`config.mk`:
```
export PLATFORM = sky130hd
export DESIGN_NAME = bpsk_serializer_flat
export DESIGN_NICKNAME = d
export VERILOG_FILES = /design/src/rtl/bpsk_pkg.sv /design/src/rtl/bpsk_serializer_if.sv /design/src/rtl/bpsk_piso.sv /design/src/rtl/bpsk_serializer.sv /design/src/flat_wrapper.sv
export SDC_FILE = /design/constraint.sdc
export NUM_CORES = 1
export LEC_CHECK = 0
export BUFFER_PORTS_ARGS = -buffer_cell sky130_fd_sc_hd__buf_2
export CAP_MARGIN = 20
export CORE_MARGIN = 4
export CORE_UTILIZATION = 40
export DETAILED_ROUTE_END_ITERATION = 7
export PLACE_DENSITY = 0.59
export SYNTH_ARGS = -nofsm -noshare
export SYNTH_HDL_FRONTEND = slang
export SYNTH_SLANG_ARGS = --single-unit
```
`constraint.sdc`:
```
create_clock -name CLK -period 1.7 [get_ports CLK]
set_input_delay 0.255 -clock CLK [delete_from_list [all_inputs] [get_ports CLK]]
set_output_delay 0.255 -clock CLK [all_outputs]
set_load 0.02 [all_outputs]
```
`src/rtl/bpsk_pkg.sv`:
```
// Shared types and constants for the BPSK transmit/receive chain.
// Holds the frame FSM state encoding, the antipodal symbol codes and
// the default word widths of the two coding paths.
package bpsk_pkg;

    // Frame sequencing states shared by serializer and deserializer
    typedef enum logic [1:0] {
        IDLE,
        PRE,
        DATA,
        GAP
    } state_t;

    // Two-bit signed symbol codes: +1, -1 and "no symbol"
    localparam logic [1:0] SYM_POS  = 2'b01;
    localparam logic [1:0] SYM_NEG  = 2'b11;
    localparam logic [1:0] SYM_IDLE = 2'b00;

    // Modulated word widths for the Hamming and BCH coding paths
    localparam int N_HAMMING = 24;
    localparam int N_BCH     = 15;

    // A data bit of 0 goes out as +1, a data bit of 1 as -1
    function automatic logic [1:0] symOf(input logic b);
        return b ? SYM_NEG : SYM_POS;
    endfunction

endpackage

```
`src/rtl/bpsk_serializer_if.sv`:
```
// Load handshake and symbol stream between the BPSK modulator, the
// serializer and the channel model. The master side supplies words and
// the downstream stall; the slave side (the serializer) produces symbols.
interface bpsk_serializer_if
    import bpsk_pkg::*;
#(
    parameter int N = N_HAMMING
);

    logic [N-1:0] DataIn;
    logic         LoadValid;
    logic         LoadReady;
    logic         Hold;
    logic [1:0]   SymOut;
    logic         SymValid;
    logic         FrameStart;
    logic         FrameEnd;
    logic [7:0]   FrameCount;

    modport master (
        output DataIn,
        output LoadValid,
        output Hold,
        input  LoadReady,
        input  SymOut,
        input  SymValid,
        input  FrameStart,
        input  FrameEnd,
        input  FrameCount
    );

    modport slave (
        input  DataIn,
        input  LoadValid,
        input  Hold,
        output LoadReady,
        output SymOut,
        output SymValid,
        output FrameStart,
        output FrameEnd,
        output FrameCount
    );

endinterface

```
`src/rtl/bpsk_piso.sv`:
```
// N-bit parallel-in, serial-out shift register, MSB first.
// Besides the current MSB it exposes the bit that becomes the MSB after
// the next shift, so a registered consumer can stage the following bit.
module bpsk_piso #(
    parameter int N = 24
) (
    input  logic         CLK,
    input  logic         RST,
    input  logic         load_i,
    input  logic         shift_i,
    input  logic [N-1:0] data_i,
    output logic         msb_o,
    output logic         next_o
);

    logic [N-1:0] shreg_q;

    // Load has priority over shift; both leave the register alone when idle
    always_ff @(posedge CLK or posedge RST) begin
        if (RST) begin
            shreg_q <= '0;
        end else if (load_i) begin
            shreg_q <= data_i;
        end else if (shift_i) begin
            shreg_q <= shreg_q << 1;
        end
    end

    assign msb_o = shreg_q[N-1];

    generate
        if (N > 1) begin : g_next
            assign next_o = shreg_q[N-2];
        end else begin : g_single
            assign next_o = 1'b0;
        end
    endgenerate

endmodule

```
`src/rtl/bpsk_serializer.sv`:
```
// Frame serializer placed after the BPSK modulator. Each accepted word is
// sent as a preamble followed by the word MSB first, as registered
// antipodal symbols, then an idle gap before the next word is accepted.
// A downstream Hold freezes the whole frame in place.
module bpsk_serializer
    import bpsk_pkg::*;
#(
    parameter int          N            = N_HAMMING,
    parameter int          PREAMBLE_LEN = 8,
    parameter logic [31:0] PREAMBLE     = 32'h000000A5,
    parameter int          GAP_LEN      = 4
) (
    input logic              CLK,
    input logic              RST,
    bpsk_serializer_if.slave bus
);

    localparam int SYM_W = $clog2(PREAMBLE_LEN + N + 1);
    localparam int GAP_W = $clog2(GAP_LEN + 1);

    localparam logic [SYM_W-1:0] PRE_LAST  = SYM_W'(PREAMBLE_LEN - 1);
    localparam logic [SYM_W-1:0] DATA_LAST = SYM_W'(PREAMBLE_LEN + N - 1);
    localparam logic [GAP_W-1:0] GAP_LAST  = GAP_W'(GAP_LEN - 1);

    // Preamble left-justified so its first symbol always sits in bit 31
    localparam logic [31:0] PRE_ALIGNED = PREAMBLE << (32 - PREAMBLE_LEN);

    state_t           state_q;
    logic [SYM_W-1:0] symCnt_q;
    logic [GAP_W-1:0] gapCnt_q;
    logic [31:0]      preShift_q;
    logic [1:0]       symOut_q;
    logic             loadReady_q;
    logic [7:0]       frameCnt_q;

    logic loadEn;
    logic shiftEn;
    logic dataMsb;
    logic dataNext;
    logic active;

    assign loadEn  = loadReady_q && bus.LoadValid;
    assign shiftEn = (state_q == DATA) && !bus.Hold;
    assign active  = (state_q == PRE) || (state_q == DATA);

    bpsk_piso #(
        .N (N)
    ) u_piso (
        .CLK     (CLK),
        .RST     (RST),
        .load_i  (loadEn),
        .shift_i (shiftEn),
        .data_i  (bus.DataIn),
        .msb_o   (dataMsb),
        .next_o  (dataNext)
    );

    // Frame sequencer: each state stages the symbol for the following cycle
    always_ff @(posedge CLK or posedge RST) begin
        if (RST) begin
            state_q     <= IDLE;
            symCnt_q    <= '0;
            gapCnt_q    <= '0;
            preShift_q  <= '0;
            symOut_q    <= SYM_IDLE;
            loadReady_q <= 1'b1;
            frameCnt_q  <= '0;
        end else begin
            case (state_q)
                IDLE: begin
                    if (bus.LoadValid) begin
                        state_q     <= PRE;
                        loadReady_q <= 1'b0;
                        symCnt_q    <= '0;
                        preShift_q  <= PRE_ALIGNED << 1;
                        symOut_q    <= symOf(PRE_ALIGNED[31]);
                    end
                end
                PRE: begin
                    if (!bus.Hold) begin
                        symCnt_q   <= symCnt_q + 1'b1;
                        preShift_q <= preShift_q << 1;
                        if (symCnt_q == PRE_LAST) begin
                            state_q  <= DATA;
                            symOut_q <= symOf(dataMsb);
                        end else begin
                            symOut_q <= symOf(preShift_q[31]);
                        end
                    end
                end
                DATA: begin
                    if (!bus.Hold) begin
                        symCnt_q <= symCnt_q + 1'b1;
                        if (symCnt_q == DATA_LAST) begin
                            state_q    <= GAP;
                            gapCnt_q   <= '0;
                            symOut_q   <= SYM_IDLE;
                            frameCnt_q <= frameCnt_q + 8'd1;
                        end else begin
                            symOut_q <= symOf(dataNext);
                        end
                    end
                end
                GAP: begin
                    if (!bus.Hold) begin
                        if (gapCnt_q == GAP_LAST) begin
                            state_q     <= IDLE;
                            loadReady_q <= 1'b1;
                        end else begin
                            gapCnt_q <= gapCnt_q + 1'b1;
                        end
                    end
                end
                default: begin
                    state_q <= IDLE;
                end
            endcase
        end
    end

    assign bus.LoadReady  = loadReady_q;
    assign bus.SymOut     = symOut_q;
    assign bus.SymValid   = active && !bus.Hold;
    assign bus.FrameStart = (state_q == PRE) && (symCnt_q == '0) && !bus.Hold;
    assign bus.FrameEnd   = (state_q == DATA) && (symCnt_q == DATA_LAST) && !bus.Hold;
    assign bus.FrameCount = frameCnt_q;

endmodule

```
`src/flat_wrapper.sv`:
```
// flat-port wrapper written by rule: the top's interface ports become plain ports
module bpsk_serializer_flat import bpsk_pkg::*;
#(
    parameter int          N            = N_HAMMING,
    parameter int          PREAMBLE_LEN = 8,
    parameter logic [31:0] PREAMBLE     = 32'h000000A5,
    parameter int          GAP_LEN      = 4
)
  (CLK, RST, bus_DataIn, bus_LoadValid, bus_Hold, bus_LoadReady, bus_SymOut, bus_SymValid, bus_FrameStart, bus_FrameEnd, bus_FrameCount);
  bpsk_serializer_if #(.N(N)) bus_i ();
  input logic CLK;
  input logic RST;
  input wire logic [$bits(bus_i.DataIn)-1:0] bus_DataIn;
  input wire logic [$bits(bus_i.LoadValid)-1:0] bus_LoadValid;
  input wire logic [$bits(bus_i.Hold)-1:0] bus_Hold;
  output wire logic [$bits(bus_i.LoadReady)-1:0] bus_LoadReady;
  output wire logic [$bits(bus_i.SymOut)-1:0] bus_SymOut;
  output wire logic [$bits(bus_i.SymValid)-1:0] bus_SymValid;
  output wire logic [$bits(bus_i.FrameStart)-1:0] bus_FrameStart;
  output wire logic [$bits(bus_i.FrameEnd)-1:0] bus_FrameEnd;
  output wire logic [$bits(bus_i.FrameCount)-1:0] bus_FrameCount;
  assign bus_i.DataIn = bus_DataIn;
  assign bus_i.LoadValid = bus_LoadValid;
  assign bus_i.Hold = bus_Hold;
  assign bus_LoadReady = bus_i.LoadReady;
  assign bus_SymOut = bus_i.SymOut;
  assign bus_SymValid = bus_i.SymValid;
  assign bus_FrameStart = bus_i.FrameStart;
  assign bus_FrameEnd = bus_i.FrameEnd;
  assign bus_FrameCount = bus_i.FrameCount;
  bpsk_serializer #(.N(N), .PREAMBLE_LEN(PREAMBLE_LEN), .PREAMBLE(PREAMBLE), .GAP_LEN(GAP_LEN)) u_core (.CLK(CLK), .RST(RST), .bus(bus_i));
endmodule
```
==> metrics, run 1 <==
clock buffer count from CTS=5; first drt pass iteration count=4; WP depth=5; RR Startpoint=u_core.state_q[1]; synthesis-to-finish area growth=29.31%; Clock power frac=13.2%; CP Class=register to primary output; Fin. Hold Viols=0; clock buffer depth=2; Initial DRC Count=85; Post-DRT Antenna Nets=0; IO Pins=42; Worst-Margin Slew=0.4623 ns; final WL=5.698 mm; CP endpoint=bus_FrameStart; via count=2073; synthesized area per cell=10.14 sq um; Clk Latency, worst-skew pair=0.31 ns; vias in the first global route=2102; # setup viols final=2; post-DP HPWL=3.832 mm; met2 Use GR=23.98%; Root Buffer=clkbuf_8; GR Overflow Total=0; status=finished, violations left; Yosys Warn Count=0; Clk pin slew, worst setup/hold paths=0.10 ns; Unique masters post-synth=43; P_int=3446 uW; share of cells above drive strength 1=33.53%; Worst setup SP type=register; top-area cell type share of the netlist area=49.17%; VDD IR max=0.0007008 V; n_diodes=0; Via density=5.044; setup_tns=-0.08801 ns; Worst Setup SP=u_core.state_q[1]; Max-cap violations=0; Synth area leader=dfrtp_1; Yosys reg bits=53; met3 Use GR=3.410%; failing checks=setup timing; largest net degree at the start of global routing=49; sequential area share after synthesis=50.17%; initial core utilization=41.44%; Die W=89.34 microns; GRT Util Overall=15.41%; FF-to-FF End=u_core.bus.SymOut[0]; Max Slew Vio Count=0; power per cell area=1627 nW/um^2; setup slack, reg-to-reg=0.02 ns; DRC=0; dpl cells=393; Power Total=5568 uW; Core Region=6386 sq um; Max-slew headroom=69.18%; Die H=89.34 microns; most frequent cell after synthesis=dfrtp_1; GPL Wtd Cong=0.8358; Static Leakage=0.001711 uW; Cell Count, Final, Fillers Out=411; M1 GR Usage=20.79%; CP max FO=7; H-tree levels=2; Comb pwr share=50.7%; WP data required=1.44 ns; Placement Rows=29; Crit. End Element=primary output; GR peak layer=met2; Tmin final=1.767 ns; placed cell area=3114 sq um; input/output buffers=41; synth top area cells=dfrtp_1 (49%), mux2i_1 (9.8%), o21ai_0 (5.7%); Syn Nets=299; crit path buf inv count=2; fmax=566.0 MHz; ys flop type=dfrtp_1; Async SR Flop Fraction=100.0%; reg2reg path depth=8; CTS tree=done; antenna violations before repair=0; Synth Cell Area=2646 sq um; CP max-delay cell=dfrtp_1; wire per inst=13.86 microns; skew final=0.006915 ns; NetSw=2122 uW; Final #Nets=371; clock sink count=53; top cells by count, synth=dfrtp_1 (52), nand2_1 (36), o21ai_0 (30), mux2i_1 (26); Sw Ratio=38.11%; CP max stage delay=0.42 ns; RSZ-0062 raised after global routing=yes; Die ar.=7981 sq um; EDFF count, synth=0; period utilization=103.9%; Largest delay share family, worst path=flip-flops; final instance area=3422 sq um; Data arrival, critical path=1.51 ns; post-route setup slack=-0.06693 ns; worst-path cell chain=inv_2, ha_4, nand4bb_1, nor4_2, buf_4; first-pass GRT wire length=9.639 mm; critical hold path startpoint=bus_DataIn[2]; Flop pwr share=36.1%; Mapped Cells=261; Hold WC Path Type=input pin to register
[power by group through the flow]
| stage | clock network (uW) | registers (uW) | logic (uW) |
|---|---|---|---|
| 2_1_floorplan | 0 | 2030 | 1510 |
| 3_3_place_gp | 0 | 2030 | 2270 |
| 3_5_place_dp | 0 | 2040 | 2310 |
| 4_1_cts | 775 | 2000 | 2610 |
| 5_1_grt | 830 | 2070 | 3150 |
| 6_report | 735 | 2010 | 2820 |
[cells in the final DEF, fill, tap and decap left out, types with 3 or more instances in the layout]
| master | count |
|---|---|
| nand3_1 | 7 |
| clkbuf_8 | 5 |
| buf_2 | 38 |
| o21ai_0 | 30 |
| nand4_1 | 5 |
| xor2_1 | 5 |
| inv_1 | 8 |
| ha_4 | 4 |
| buf_6 | 7 |
| buf_4 | 29 |
| inv_2 | 5 |
| nor2_2 | 3 |
| mux2i_1 | 26 |
| nand2_1 | 36 |
| nor2_1 | 11 |
| nand2b_1 | 3 |
| a21oi_1 | 3 |
| xnor2_1 | 5 |
| dfrtp_1 | 52 |
| ha_1 | 4 |
[registers in the layout, indices dropped and copies added (netlist names)]
name,count
u_core.u_piso.shreg_q,24
u_core.bus.FrameCount,8
u_core.preShift_q,7
u_core.symCnt_q,6
u_core.gapCnt_q,3
u_core.bus.SymOut,2
u_core.state_q,2
u_core.bus.LoadReady,1
[timing repair]
item | 4_1_cts | 5_1_grt
setup endpoints to repair | 14 | 23
resized for setup | 18 | 16
buffers inserted | 7 | 3
endpoints found under the hold margin | 16 | 0
hold buffers | 1 | 0
pin swaps | 3 | 5
[cell families after synthesis]
group | after synthesis | synth area share [%]
and+or+nand+nor | 83 | 15.32
xor gates and xnor gates | 10 | 3.310
muxes | 29 | 11.11
DFF | 53 | 50.17
adders and majority gates | 10 | 4.728
buffers and inverters | 25 | 3.972
AOI/OAI and AO/OA | 51 | 11.40
[routing by layer]
layer | wire length, microns | share of wire [%] | vias to the layer above
met5 | 0 | 0 | -
met1 | 2800 | 49 | 978
met2 | 2561 | 45 | 35
li1 | - | - | 1050
met4 | 111 | 1.9 | 0
met3 | 225 | 3.9 | 10
[worst min-delay path by stage]
stage | to | slack, ns | depth (start not counted)
3_3_place_gp | u_core.bus.FrameCount[7] | 0.29 | 3
4_1_cts | u_core.u_piso.shreg_q[2] | 0.12 | 3
5_1_grt | u_core.u_piso.shreg_q[2] | 0.12 | 3
3_5_place_dp | u_core.bus.FrameCount[7] | 0.30 | 3
6_report | u_core.u_piso.shreg_q[2] | 0.13 | 3
2_1_floorplan | u_core.u_piso.shreg_q[0] | 0.37 | 2
[worst min-delay path: stages]
cell and delay [ns]:
buf_2 0.07, nand2_1 0.03, o21ai_0 0.05
[metrics by stage]
step / hold WS, ns / util [%] / setup slack, ns
floorplan: 0.3718 / - / -0.01239
global placement: 0.2942 / 48.77 / 0.01518
detailed placement: 0.2987 / 48.77 / -0.007535
CTS: 0.1195 / 52.17 / -0.07557
global route: 0.1223 / 53.59 / -0.1742
finish: 0.1342 / 53.59 / -0.06693
[cell type report]
class,count,area (sq um)
fillers,610,2964
well taps,77,96.34
repair buffers,76,516.7
flip-flops and latches,53,1328
clock buffers,5,68.82
multi-input cells,183,1333
clock inverters,3,25.02
inverters,14,55.05
Note: power is estimated with default switching activity, not from simulation.
==> inputs of run 2 (changes only) <==
Settings changed: CORE_UTILIZATION 40 to 30, PLACE_DENSITY 0.59 to 0.46.
==> metrics, run 2 (synthesis results as in run 1) <==
CTS tree=done; Cell Count, Final, Fillers Out=441 (+7.3%); period utilization=105.2% (+1.3 points); Worst-Margin Slew=0.3113 ns (-0.1510 ns); RSZ-0062 raised after global routing=yes; Die ar.=10390 sq um (+30%); Initial DRC Count=66 (-22%); Hold Path Depth=3 (unchanged); # setup viols final=3 (+1); final instance area=3421 sq um (about the same); clock buffer depth=2 (unchanged); Post-DRT Antenna Nets=0 (unchanged); first-pass GRT wire length=9.439 mm (-2.1%); largest net degree at the start of global routing=54 (+10%); post-DP HPWL=3.961 mm (+3.4%); wire per inst=12.79 microns (-7.8%); dpl cells=427 (+8.7%); DRC=0 (unchanged); Data arrival, critical path=1.53 ns (+0.02 ns); Hold Crit Endpoint=u_core.u_piso.shreg_q[0]; commonest non-fill, non-tap cell in the layout=dfrtp_1; Finished Core Util=39.61% (-14 points); initial core utilization=30.64% (-11 points); vias in the first global route=1972 (-6.2%); metal1 wirelength=2.834 mm (+1.2%); fmax=558.9 MHz (-1.2%); via count=2042 (-1.5%); Max Slew Vio Count=0 (unchanged); Fin. Hold Viols=0 (unchanged); share of cells above drive strength 1=30.93% (-2.6 points); Worst setup SP type=register; DR WL met3=269 microns (+20%); Static Leakage=0.001709 uW (about the same); clock sink count=53 (unchanged); FF-to-FF End=u_core.bus.SymOut[0]; Worst path most repeated cell=buf_4; Root Buffer=clkbuf_8; Power Total=5423 uW (-2.6%); failing checks=setup timing; Max-slew headroom=79.15% (+10 points); GPL Wtd Cong=0.8082 (-3.3%); WP data required=1.44 ns (about the same); Largest register FFs=24 (unchanged); power per cell area=1585 nW/um^2 (-2.6%); setup_tns=-0.1545 ns (-0.06644 ns); reg2reg path depth=9 (+1); Top reg by flops=u_core.u_piso.shreg_q; setup slack, reg-to-reg=-0.02 ns (-0.04 ns); Clk Latency, worst-skew pair=0.31 ns (about the same); placed cell area=3188 sq um (+2.4%); n_diodes=0 (unchanged); antenna violations before repair=0 (unchanged); Max Used Layer=met4; Largest delay share family, worst path=flip-flops; first drt pass iteration count=4 (unchanged); critical hold path startpoint=bus_DataIn[0]; Max-cap violations=0 (unchanged); Core Region=8636 sq um (+35%); Crit. End Element=primary output; IO Pins=42 (unchanged); RR Startpoint=u_core.state_q[1]; GRT Util Overall=11.36% (-4.0 points); CP max-delay cell=dfrtp_1; Clk pin slew, worst setup/hold paths=0.11 ns (about the same); most frequent cells in the layout=dfrtp_1 (51), buf_2 (38), nand2_1 (36), o21ai_0 (30), buf_4 (28); status=finished, violations left; Filler cells=890 (+46%); met2 wire len=2.484 mm (-3.0%); Die W=101.9 microns (+14%); clock buffer count from CTS=5 (unchanged); final WL=5.640 mm (-1.0%); Via density=4.630 (-8.2%); CP Class=register to primary output; input/output buffers=41 (unchanged); synthesis-to-finish area growth=29.27% (about the same); CP max FO=4 (-3); VDD IR max=0.0005970 V (-15%); Die H=101.9 microns (+14%); Tmin final=1.789 ns (+0.02215 ns); Hold WC Path Type=input pin to register; H-tree levels=2 (unchanged); GR Overflow Total=0 (unchanged); post-route setup slack=-0.08908 ns (-0.02215 ns); skew final=0.006275 ns (-0.0006406 ns); Placement Rows=34 (+17%); crit path buf inv count=3 (+1); worst-path cell chain=buf_4, inv_1, ha_1, nand4bb_1, nor4_2, buf_4; Final #Nets=370 (-0.27%); CP max stage delay=0.39 ns (-0.03 ns)
run 2: cell count changes in the layout (fill, tap and decap cells not counted), moves of 2 or more:
cell / previous run / this run
nor2_2: 3 / 0
inv_1: 8 / 10
nor2_1: 11 / 14
ha_1: 4 / 7
inv_2: 5 / 3
ha_2: 2 / 0
nand2b_4: 2 / 0
nand2b_2: 0 / 2
run 2: how the worst max path moves through the flow:
stage	from	to	slack, ns	cells past startpoint
6_report	u_core.symCnt_q[0]	bus_FrameStart	-0.09	6
2_1_floorplan	u_core.state_q[0]	u_core.bus.FrameCount[1]	-0.01	6
5_1_grt	u_core.symCnt_q[1]	bus_FrameStart	-0.17	6
4_1_cts	u_core.symCnt_q[0]	bus_FrameStart	-0.12	6
3_5_place_dp	u_core.state_q[0]	u_core.state_q[1]	-0.07	6
3_3_place_gp	u_core.state_q[0]	u_core.state_q[1]	-0.08	6
run 2: worst reg2reg max path: cells and delay by family, from the launching register on:
kind                       cells  cell delay (ns)
and+or+nand+nor                2             0.23
adders and majority gates      1             0.16
AOI/OAI and AO/OA              2             0.32
buffers and inverters          4             0.50
DFF                            1             0.43
run 2: area by class of cell:
class / instances / area [sq um] / area share (%)
clock inverter: 3 / 25.02 / 0.7315
multi-input combinational: 183 / 1290 / 37.71
sequential: 53 / 1329 / 38.84
tap: 108 / 135.1 / 3.950
clock buffer: 5 / 68.82 / 2.012
inverter: 14 / 55.05 / 1.609
timing repair buffer: 75 / 518.0 / 15.14
run 2: power breakdown:
group          leakage [uW]  switching, uW  internal (uW)
combinational      0.000997           1320           1340
clock             0.0000452            456            301
sequential         0.000667            269           1740
run 2: stage by stage:
step	setup slack, ns	hold slack (ns)
after global routing	-0.1748	0.1280
after CTS	-0.1191	0.1243
final	-0.08908	0.1359
after global placement	-0.07698	0.3310
after floorplan	-0.01239	0.3718
after detailed placement	-0.07481	0.3339
run 2: routing by layer:
layer	vias up	track usage (%)
met4	0	2.725
li1	1052	-
met5	-	0
met2	33	17.15
met3	5	2.594
met1	952	16.58
run 2: timing repair:
| action | 4_1_cts | 5_1_grt |
|---|---|---|
| buffers inserted | 4 | 1 |
| pin swaps | 1 | 5 |
| endpoints found under the hold margin | 52 | 0 |
| setup endpoints to repair | 16 | 25 |
| resized for setup | 11 | 13 |
| gates cloned | 0 | 0 |
| hold buffers | 1 | 0 |
==> inputs of run 3 (changes only) <==
Settings changed: ABC_AREA set to 0, CORE_UTILIZATION 30 to 41, PLACE_DENSITY 0.46 to 0.6.
==> metrics, run 3 (synthesis results as in run 1) <==
status=finished, violations left; failing checks=setup timing; Root Buffer=clkbuf_8; Worst setup SP type=register; CTS tree=done; post-route setup slack=-0.03100 ns (+0.05807 ns); setup slack, reg-to-reg=0.04 ns (+0.06 ns); commonest non-fill, non-tap cell in the layout=dfrtp_1; Tmin final=1.731 ns (-0.05807 ns); fmax=577.7 MHz (+3.4%); CP max-delay cell=dfrtp_1; Worst-Margin Slew=0.4577 ns (+0.1464 ns); Worst Setup SP=u_core.symCnt_q[1]; Hold WC Path Type=input pin to register; Initial DRC Count=94 (+42%); synthesis-to-finish area growth=30.87%; placed cell area=3127 sq um (-1.9%); Largest register FFs=24 (unchanged); worst-path cell chain=buf_4, inv_4, ha_4, nand4bb_1, nor4_2, buf_4; Placement Rows=29 (-15%); RR Startpoint=u_core.state_q[0]; Worst path most repeated cell=buf_4; Post-DRT Antenna Nets=0 (unchanged); VDD IR max=0.0007907 V (+32%); clock buffer depth=2 (unchanged); input/output buffers=41 (unchanged); Final #Nets=374 (+1.1%); RSZ-0062 raised after global routing=yes; critical hold path startpoint=bus_DataIn[2]; WP data required=1.44 ns (about the same); # setup viols final=2 (-1); largest net degree at the start of global routing=49 (-9.3%); IO Pins=42 (unchanged); Max-slew headroom=69.44% (-9.7 points); Core Region=6314 sq um (-27%); Die H=88.34 microns (-13%); period utilization=101.8% (-3.4 points); n_diodes=0 (unchanged); post-DP HPWL=3.818 mm (-3.6%); Via density=5.128 (+11%); Top reg by flops=u_core.u_piso.shreg_q; GRT Util Overall=15.04% (+3.7 points); Max Slew Vio Count=0 (unchanged); Clk Latency, worst-skew pair=0.30 ns (about the same); Die ar.=7804 sq um (-25%); clock sink count=53 (unchanged); wire per inst=13.79 microns (+7.8%); initial core utilization=41.91% (+11 points); CP Class=register to primary output; Clk pin slew, worst setup/hold paths=0.10 ns (about the same); skew final=0.007004 ns (+0.0007294 ns); pre-CTS WS=-0.02988 ns (+0.04493 ns); via count=2123 (+4.0%); Largest delay share family, worst path=flip-flops; most frequent cells in the layout=dfrtp_1 (51), buf_2 (38), nand2_1 (36), buf_4 (35), o21ai_0 (30); first drt pass iteration count=4 (unchanged); CP endpoint=bus_FrameStart; antenna violations before repair=0 (unchanged); vias in the first global route=2062 (+4.6%); Data arrival, critical path=1.48 ns (-0.05 ns); CP max FO=3 (-1); crit path buf inv count=3 (unchanged); Static Leakage=0.001735 uW (+1.5%); Crit. End Element=primary output; power per cell area=1614 nW/um^2 (+1.8%); clock buffer count from CTS=5 (unchanged); final instance area=3463 sq um (+1.2%); DRC=0 (unchanged); Fin. Hold Viols=0 (unchanged); GR Overflow Total=0 (unchanged); share of cells above drive strength 1=33.53% (+2.6 points); H-tree levels=2 (unchanged); Max-cap violations=0 (unchanged); reg2reg path depth=8 (-1); WP depth=6 (unchanged); final WL=5.709 mm (+1.2%); Die W=88.34 microns (-13%); setup_tns=-0.04456 ns (+0.1099 ns); FF-to-FF End=u_core.state_q[0]; CP max stage delay=0.40 ns (about the same); GPL Wtd Cong=0.7979 (-1.3%); first-pass GRT wire length=9.480 mm (+0.43%)
[run 3: how the worst min path moves through the flow]
stage               slack [ns]  cells past startpoint                        to
finish                    0.15                      3  u_core.u_piso.shreg_q[2]
global route              0.15                      3  u_core.u_piso.shreg_q[2]
CTS                       0.14                      3  u_core.u_piso.shreg_q[2]
detailed placement        0.29                      2  u_core.bus.FrameCount[6]
global placement          0.29                      2  u_core.bus.FrameCount[7]
floorplan                 0.37                      2  u_core.u_piso.shreg_q[0]
[run 3: layer usage]
layer | routed length (microns) | vias to the layer above | GRT usage [%]
li1 | - | 1059 | -
met1 | 2556 | 1024 | 20.81
met2 | 2889 | 36 | 24.81
met3 | 222 | 4 | 2.607
met4 | 40 | 0 | 3.297
met5 | 0 | - | 0
[run 3: what timing repair did]
item,in CTS,in global routing
cloned,0,0
setup buffers,7,5
gates resized for setup,15,16
hold buffers,1,0
hold endpoints to repair,18,0
pin swaps,1,2
setup endpoints to repair,11,43
[run 3: cell type report]
cell class / count / area [sq um]
Fill cell: 574 / 2850
Multi-Input combinational cell: 183 / 1350
Sequential cell: 53 / 1329
Timing Repair Buffer: 79 / 536.8
Tap cell: 77 / 96.34
Clock buffer: 5 / 68.82
Inverter: 14 / 60.06
Clock inverter: 3 / 22.52
[run 3: worst min-delay path, delay by kind of cell]
kind / cells / cell delay (ns)
AOI/OAI and AO/OA: 1 / 0.05
and+or+nand+nor: 1 / 0.03
buffers and inverters: 1 / 0.07
[run 3: per-stage QoR]
step	total power, uW	hold WS, ns	cells	utilization (%)
after global placement	4325	0.2903	393	49.52
final	5589	0.1472	414	54.86
after floorplan	3532	0.3718	261	-
after detailed placement	4371	0.2924	393	49.52
after CTS	5291	0.1368	409	52.79
after global routing	6069	0.1525	414	54.86
[run 3: power by group]
| group | internal [uW] | switching (uW) |
|---|---|---|
| Clock | 293 | 412 |
| Sequential | 1740 | 258 |
| Combinational | 1420 | 1460 |
